### config.mk
export PLATFORM = sky130hd
export DESIGN_NAME = parking_gate_controller_flat
export DESIGN_NICKNAME = d
export VERILOG_FILES = /design/src/rtl/parking_gate_controller_if.sv /design/src/rtl/parking_gate_controller.sv /design/src/flat_wrapper.sv
export SDC_FILE = /design/constraint.sdc
export NUM_CORES = 1
export LEC_CHECK = 0
export ABC_AREA = 0
export BUFFER_PORTS_ARGS = -buffer_cell sky130_fd_sc_hd__buf_2
export CAP_MARGIN = 20
export CORE_UTILIZATION = 50
export CTS_BUF_LIST = sky130_fd_sc_hd__clkbuf_4 sky130_fd_sc_hd__clkbuf_8
export CTS_CLUSTER_SIZE = 28
export DETAILED_ROUTE_END_ITERATION = 7
export GPL_TIMING_DRIVEN = 0
export MAX_ROUTING_LAYER = met4
export PLACE_DENSITY_LB_ADDON = 0.08
export SYNTH_ARGS = -nofsm -noshare
export SYNTH_HDL_FRONTEND = slang
export SYNTH_SLANG_ARGS = --single-unit
### constraint.sdc
create_clock -name clk -period 2.5 [get_ports clk]
set_clock_uncertainty 0.05 [all_clocks]
set_input_delay 0.375 -clock clk [delete_from_list [all_inputs] [get_ports clk]]
set_output_delay 0.375 -clock clk [all_outputs]
set_load 0.05 [all_outputs]
### src/rtl/parking_gate_controller_if.sv
// Signal bundle between the parking barrier controller and its surroundings:
// request buttons, the outer/inner sensor pair, occupancy in, gate commands out.
interface parking_gate_controller_if;
  logic       entry_req;
  logic       exit_req;
  logic       outer;
  logic       inner;
  logic [4:0] car_count;
  logic       gate_open;
  logic       entry_grant;
  logic       exit_grant;
  logic       full;
  logic       busy;
  logic       timeout_err;

  // Environment side: drives requests, sensors and occupancy.
  modport master (
    output entry_req, exit_req, outer, inner, car_count,
    input  gate_open, entry_grant, exit_grant, full, busy, timeout_err
  );

  // Controller side.
  modport slave (
    input  entry_req, exit_req, outer, inner, car_count,
    output gate_open, entry_grant, exit_grant, full, busy, timeout_err
  );
endinterface

### src/rtl/parking_gate_controller.sv
// Single-lane barrier sequencer. Arbitrates entry (outer side) against exit
// (inner side) round-robin, refuses entry at capacity, follows the car
// through the sensor pair and holds the gate closed briefly between cars.
module parking_gate_controller #(
  parameter int CAPACITY = 16,
  parameter int TIMEOUT  = 8,
  parameter int HOLDOFF  = 2
) (
  input  logic                        clk,
  input  logic                        reset,
  parking_gate_controller_if.slave    gate_if
);

  localparam int TMAX = (TIMEOUT > HOLDOFF) ? TIMEOUT : HOLDOFF;
  localparam int TW   = $clog2(TMAX + 1);

  typedef enum logic [2:0] {
    IDLE,
    GRANT_IN,
    PASS_IN,
    GRANT_OUT,
    PASS_OUT,
    HOLD
  } state_t;

  state_t        state_q, state_d;
  logic          last_served_q, last_served_d;   // 0 = entry, 1 = exit
  logic          far_seen_q, far_seen_d;         // car reached the far sensor
  logic [TW-1:0] timer_q, timer_d;
  logic          timeout_err_q, timeout_err_d;

  logic          full;
  logic          entry_ok;
  logic          exit_ok;
  logic [TW-1:0] timer_inc;

  // Occupancy limit is the only combinational output.
  assign full     = (32'(gate_if.car_count) >= 32'(CAPACITY));
  assign entry_ok = gate_if.entry_req && !full;
  assign exit_ok  = gate_if.exit_req;
  // Timer saturates at its largest useful value instead of wrapping.
  assign timer_inc = (timer_q == TW'(TMAX)) ? timer_q : timer_q + TW'(1);

  // State and flag registers; reset drops the gate immediately with no HOLD.
  always_ff @(posedge clk) begin
    if (reset) begin
      state_q       <= IDLE;
      last_served_q <= 1'b1;
      far_seen_q    <= 1'b0;
      timer_q       <= '0;
      timeout_err_q <= 1'b0;
    end else begin
      state_q       <= state_d;
      last_served_q <= last_served_d;
      far_seen_q    <= far_seen_d;
      timer_q       <= timer_d;
      timeout_err_q <= timeout_err_d;
    end
  end

  // Next-state logic: arbitration in IDLE, sensor tracking in GRANT/PASS.
  always_comb begin
    state_d       = state_q;
    last_served_d = last_served_q;
    far_seen_d    = far_seen_q;
    timer_d       = timer_q;
    timeout_err_d = 1'b0;

    case (state_q)
      IDLE: begin
        timer_d = '0;
        // last_served=1 means exit went last, so entry wins a tie.
        if (entry_ok && (!exit_ok || last_served_q)) begin
          state_d = GRANT_IN;
        end else if (exit_ok) begin
          state_d = GRANT_OUT;
        end
      end

      GRANT_IN: begin
        // Only the outer sensor starts an entry; inner first is ignored.
        if (gate_if.outer) begin
          state_d       = PASS_IN;
          far_seen_d    = 1'b0;
          last_served_d = 1'b0;
        end else if (timer_inc == TW'(TIMEOUT)) begin
          state_d       = HOLD;
          timeout_err_d = 1'b1;
          timer_d       = '0;
          last_served_d = 1'b0;
        end else begin
          timer_d = timer_inc;
        end
      end

      PASS_IN: begin
        if (gate_if.inner) begin
          far_seen_d = 1'b1;
        end
        // Both clear ends the pass, whether the car got through or backed out.
        if (!gate_if.outer && !gate_if.inner) begin
          state_d       = HOLD;
          timer_d       = '0;
          last_served_d = 1'b0;
        end
      end

      GRANT_OUT: begin
        if (gate_if.inner) begin
          state_d       = PASS_OUT;
          far_seen_d    = 1'b0;
          last_served_d = 1'b1;
        end else if (timer_inc == TW'(TIMEOUT)) begin
          state_d       = HOLD;
          timeout_err_d = 1'b1;
          timer_d       = '0;
          last_served_d = 1'b1;
        end else begin
          timer_d = timer_inc;
        end
      end

      PASS_OUT: begin
        if (gate_if.outer) begin
          far_seen_d = 1'b1;
        end
        if (!gate_if.outer && !gate_if.inner) begin
          state_d       = HOLD;
          timer_d       = '0;
          last_served_d = 1'b1;
        end
      end

      HOLD: begin
        if (timer_inc >= TW'(HOLDOFF)) begin
          state_d = IDLE;
          timer_d = '0;
        end else begin
          timer_d = timer_inc;
        end
      end

      default: begin
        state_d = IDLE;
        timer_d = '0;
      end
    endcase
  end

  assign gate_if.gate_open   = (state_q == GRANT_IN)  || (state_q == PASS_IN) ||
                               (state_q == GRANT_OUT) || (state_q == PASS_OUT);
  assign gate_if.entry_grant = (state_q == GRANT_IN)  || (state_q == PASS_IN);
  assign gate_if.exit_grant  = (state_q == GRANT_OUT) || (state_q == PASS_OUT);
  assign gate_if.busy        = (state_q != IDLE);
  assign gate_if.timeout_err = timeout_err_q;
  assign gate_if.full        = full;

endmodule

### src/flat_wrapper.sv
// flat-port wrapper written by rule: the top's interface ports become plain ports
module parking_gate_controller_flat 
#(
  parameter int CAPACITY = 16,
  parameter int TIMEOUT  = 8,
  parameter int HOLDOFF  = 2
)
  (clk, reset, gate_if_entry_req, gate_if_exit_req, gate_if_outer, gate_if_inner, gate_if_car_count, gate_if_gate_open, gate_if_entry_grant, gate_if_exit_grant, gate_if_full, gate_if_busy, gate_if_timeout_err);
  parking_gate_controller_if gate_if_i ();
  input  logic clk;
  input  logic reset;
  input wire logic [$bits(gate_if_i.entry_req)-1:0] gate_if_entry_req;
  input wire logic [$bits(gate_if_i.exit_req)-1:0] gate_if_exit_req;
  input wire logic [$bits(gate_if_i.outer)-1:0] gate_if_outer;
  input wire logic [$bits(gate_if_i.inner)-1:0] gate_if_inner;
  input wire logic [$bits(gate_if_i.car_count)-1:0] gate_if_car_count;
  output wire logic [$bits(gate_if_i.gate_open)-1:0] gate_if_gate_open;
  output wire logic [$bits(gate_if_i.entry_grant)-1:0] gate_if_entry_grant;
  output wire logic [$bits(gate_if_i.exit_grant)-1:0] gate_if_exit_grant;
  output wire logic [$bits(gate_if_i.full)-1:0] gate_if_full;
  output wire logic [$bits(gate_if_i.busy)-1:0] gate_if_busy;
  output wire logic [$bits(gate_if_i.timeout_err)-1:0] gate_if_timeout_err;
  assign gate_if_i.entry_req = gate_if_entry_req;
  assign gate_if_i.exit_req = gate_if_exit_req;
  assign gate_if_i.outer = gate_if_outer;
  assign gate_if_i.inner = gate_if_inner;
  assign gate_if_i.car_count = gate_if_car_count;
  assign gate_if_gate_open = gate_if_i.gate_open;
  assign gate_if_entry_grant = gate_if_i.entry_grant;
  assign gate_if_exit_grant = gate_if_i.exit_grant;
  assign gate_if_full = gate_if_i.full;
  assign gate_if_busy = gate_if_i.busy;
  assign gate_if_timeout_err = gate_if_i.timeout_err;
  parking_gate_controller #(.CAPACITY(CAPACITY), .TIMEOUT(TIMEOUT), .HOLDOFF(HOLDOFF)) u_core (.clk(clk), .reset(reset), .gate_if(gate_if_i));
endmodule
==> results.tsv <==
metric	value	unit
drt_iter0_drc	13	
cellPowerDensity	1217	mW/mm^2
antenna_left	0	
fill_cells	145	
hp-start	gate_if_exit_req	
ctsHtreeMaxLevel	1	
holdWs	0.4395	ns
synth_cell_type_count	44	
hold_viol_final	0	
seq_area	180.2	um^2
yosysWarnings	0	
criticalPathCategory	flip-flop to flip-flop	
drc	0	
grt_overflow_total	0	
ctsHoldBuffers	0	
ir_drop	0.001277	V
cts_root_buffer	clkbuf_4	
slew-limit-headroom	62.97	%
place_hpwl	1432	um
ys_ff_latch	9	
synth-seq-area-share	22.33	%
track_usage	23.44	%
post-route-min-period	2.233	ns
status	completed	
drt_wl_total	1901	um
port_buffers	11	
endpoint_kind	flip-flop	
fmax	447.8	MHz
final_cell_mix	buf_2 (14), nor2_1 (11), dfxtp_1 (9)	
grt_pass1_wl	3146	um
nets	134	
post_drt_wl_per_cell	14.08	um
synth_area	807.0	um^2
clk_latency	0.27	ns
p_leak	0.3486	nW
rsz0062_at_grt	false	
syn_to_final_growth	13.02	%
worst_setup_path_start_kind	flip-flop	
die_h	42.18	um
clkTransAtPathRegs	0.06	ns
initial_core_util	53.57	%
finalSetupViolations	0	
synthCells	104	
final_common_cell	buf_2	
reg2reg_depth	8	
path_max_fanout	8	
place_congestion	0.9369	
grt_pass1_vias	730	
cts_tree	built	
core_area	0.001506	mm^2
cp.required	2.65	ns
synth_area_per_cell	7.760	um^2
layout-drive-gt1-share	21.85	%
synth_nets	118	
regToRegEndpoint	u_core.timer_q[0]	
multi_input_area	566.8	um^2
r2r_setup_slack	0.27	ns
via_count	822	
min_to	u_core.state_q[0]	
diodes	0	
hp-class	primary input to flip-flop	
reg2reg_from	u_core.timer_q[0]	
dieArea	0.001779	mm^2
post-cts-setup-buffers	0	
fin_crit_sh	89.33	%
timing.setup.tns	0	ns
die_w	42.18	um
numCtsBuffers	3	
cts_resized	0	
drt_pre_antenna_iters	4	
vias_per_cell	6.089	
hold-path-cell-count	3	
cts_buffer_depth	2	
io_pins	17	
num_rows	14	
critical_path_arrival	2.38	ns
final-max-slew-violation-count	0	
tightest_slew	0.5415	ns
antenna_found_initial	0	
grt_max_degree	11	
cts_sinks	9	
maxCapViolCount	0	
finalPower	1.110	mW
## worst max path at each step
stage | startpoint | to
after floorplan | u_core.timer_q[0] | u_core.timer_q[0]
after global placement | u_core.timer_q[0] | u_core.timer_q[0]
after detailed placement | u_core.timer_q[0] | u_core.timer_q[0]
after CTS | u_core.timer_q[0] | u_core.timer_q[0]
after global routing | u_core.timer_q[0] | u_core.timer_q[0]
final | u_core.timer_q[0] | u_core.timer_q[0]
## registers in the layout, indices dropped and copies added, names as in the netlist
name                        count
u_core.timer_q                  4
u_core.state_q                  3
u_core.gate_if.timeout_err      1
u_core.last_served_q            1
## critical path, stage by stage, from the launching register on
cell and delay (ns):
dfxtp_1 0.35, buf_2 0.19, inv_1 0.06, ha_1 0.33, nor2_1 0.10, nor4b_4 0.29, a32oi_1 0.15, or4_1 0.49
a31oi_1 0.16
## layout make-up
cell class                      count  area share, %
Buffer                              7          3.704
Clock buffer                        4          3.292
Inverter                            7          2.881
Multi-Input combinational cell     81          62.14
Sequential cell                     9          19.75
Tap cell                           16          2.195
Timing Repair Buffer               11          6.036
## metal layers
layer  global-route usage (%)  wire (um)  vias up
met5                        -          0        -
met3                    4.310         73        2
met2                    36.62        925       20
li1                         -          -      411
met4                    11.88         29        0
met1                    28.80        872      389
## synthesized netlist by cell type
cell       count  area, um^2
a221oi_1       1       8.760
or4_1          2       15.01
nand3_1        3       15.01
a211oi_1       1       7.510
a22oi_1        1       7.510
inv_1          7       26.28
buf_1          2       7.510
nand2b_1       3       18.77
nor2b_1        3       18.77
ha_1           3       37.54
o22ai_1        1       6.260
a32oi_1        2       17.52
buf_2          3       15.01
nand2b_2       1       8.760
o21ai_0        4       20.02
o21bai_1       2       15.01
a311oi_1       2       17.52
a21boi_0       1       7.510
a2111oi_0      1       8.760
a31oi_1        2       12.51
dfxtp_1        9       180.2
nand3b_1       2       15.01
or3_1          3       18.77
nand3_2        1       10.01
and2_1         1       6.260
a2111oi_2      1       15.01
o32ai_1        1       8.760
mux2_2         1       11.26
a21oi_1        6       30.03
nor2_1        11       41.29
nand2_1        7       26.28
buf_4          1       7.510
o31a_1         1       8.760
mux2i_1        2       20.02
a21o_1         1       7.510
o32ai_2        1       16.27
nor3_1         1       5.000
clkbuf_1       1       3.750
a31o_2         1       8.760
xor2_1         1       8.760
nor4_1         1       6.260
a311o_1        1       10.01
nor4b_4        1       23.77
xnor2_1        3       26.28
## power by group
group | total (mW) | internal [mW] | switching (mW)
Sequential | 0.208 | 0.179 | 0.0287
Clock | 0.130 | 0.0728 | 0.0572
Combinational | 0.773 | 0.272 | 0.501
Total | 1.11 | 0.524 | 0.586
## cells by family (layout without fill, tap and decap cells)
group | after synthesis | count (layout) | synth area share, %
AO/OA/AOI/OAI | 31 | 31 | 29.00
XOR/XNOR | 4 | 4 | 4.342
adder cells (fa/ha/maj) | 3 | 3 | 4.652
buffers and inverters | 14 | 29 | 7.442
flip-flops | 9 | 9 | 22.33
multiplexers | 3 | 3 | 3.876
AND/OR/NAND/NOR | 40 | 40 | 28.37
## through the flow
stage | cell area (um^2) | std cells | utilization, % | setup slack (ns)
CTS | 912.1 | 135 | 60.55 | 0.2570
finish | 912.1 | 135 | 60.55 | 0.2668
global placement | 882.1 | 131 | 58.55 | 0.3225
floorplan | 807.0 | 104 | - | 0.4470
global route | 912.1 | 135 | 60.55 | 0.1219
detailed placement | 882.1 | 131 | 58.55 | 0.2759
No activity file was read; power rests on OpenSTA's default activity.
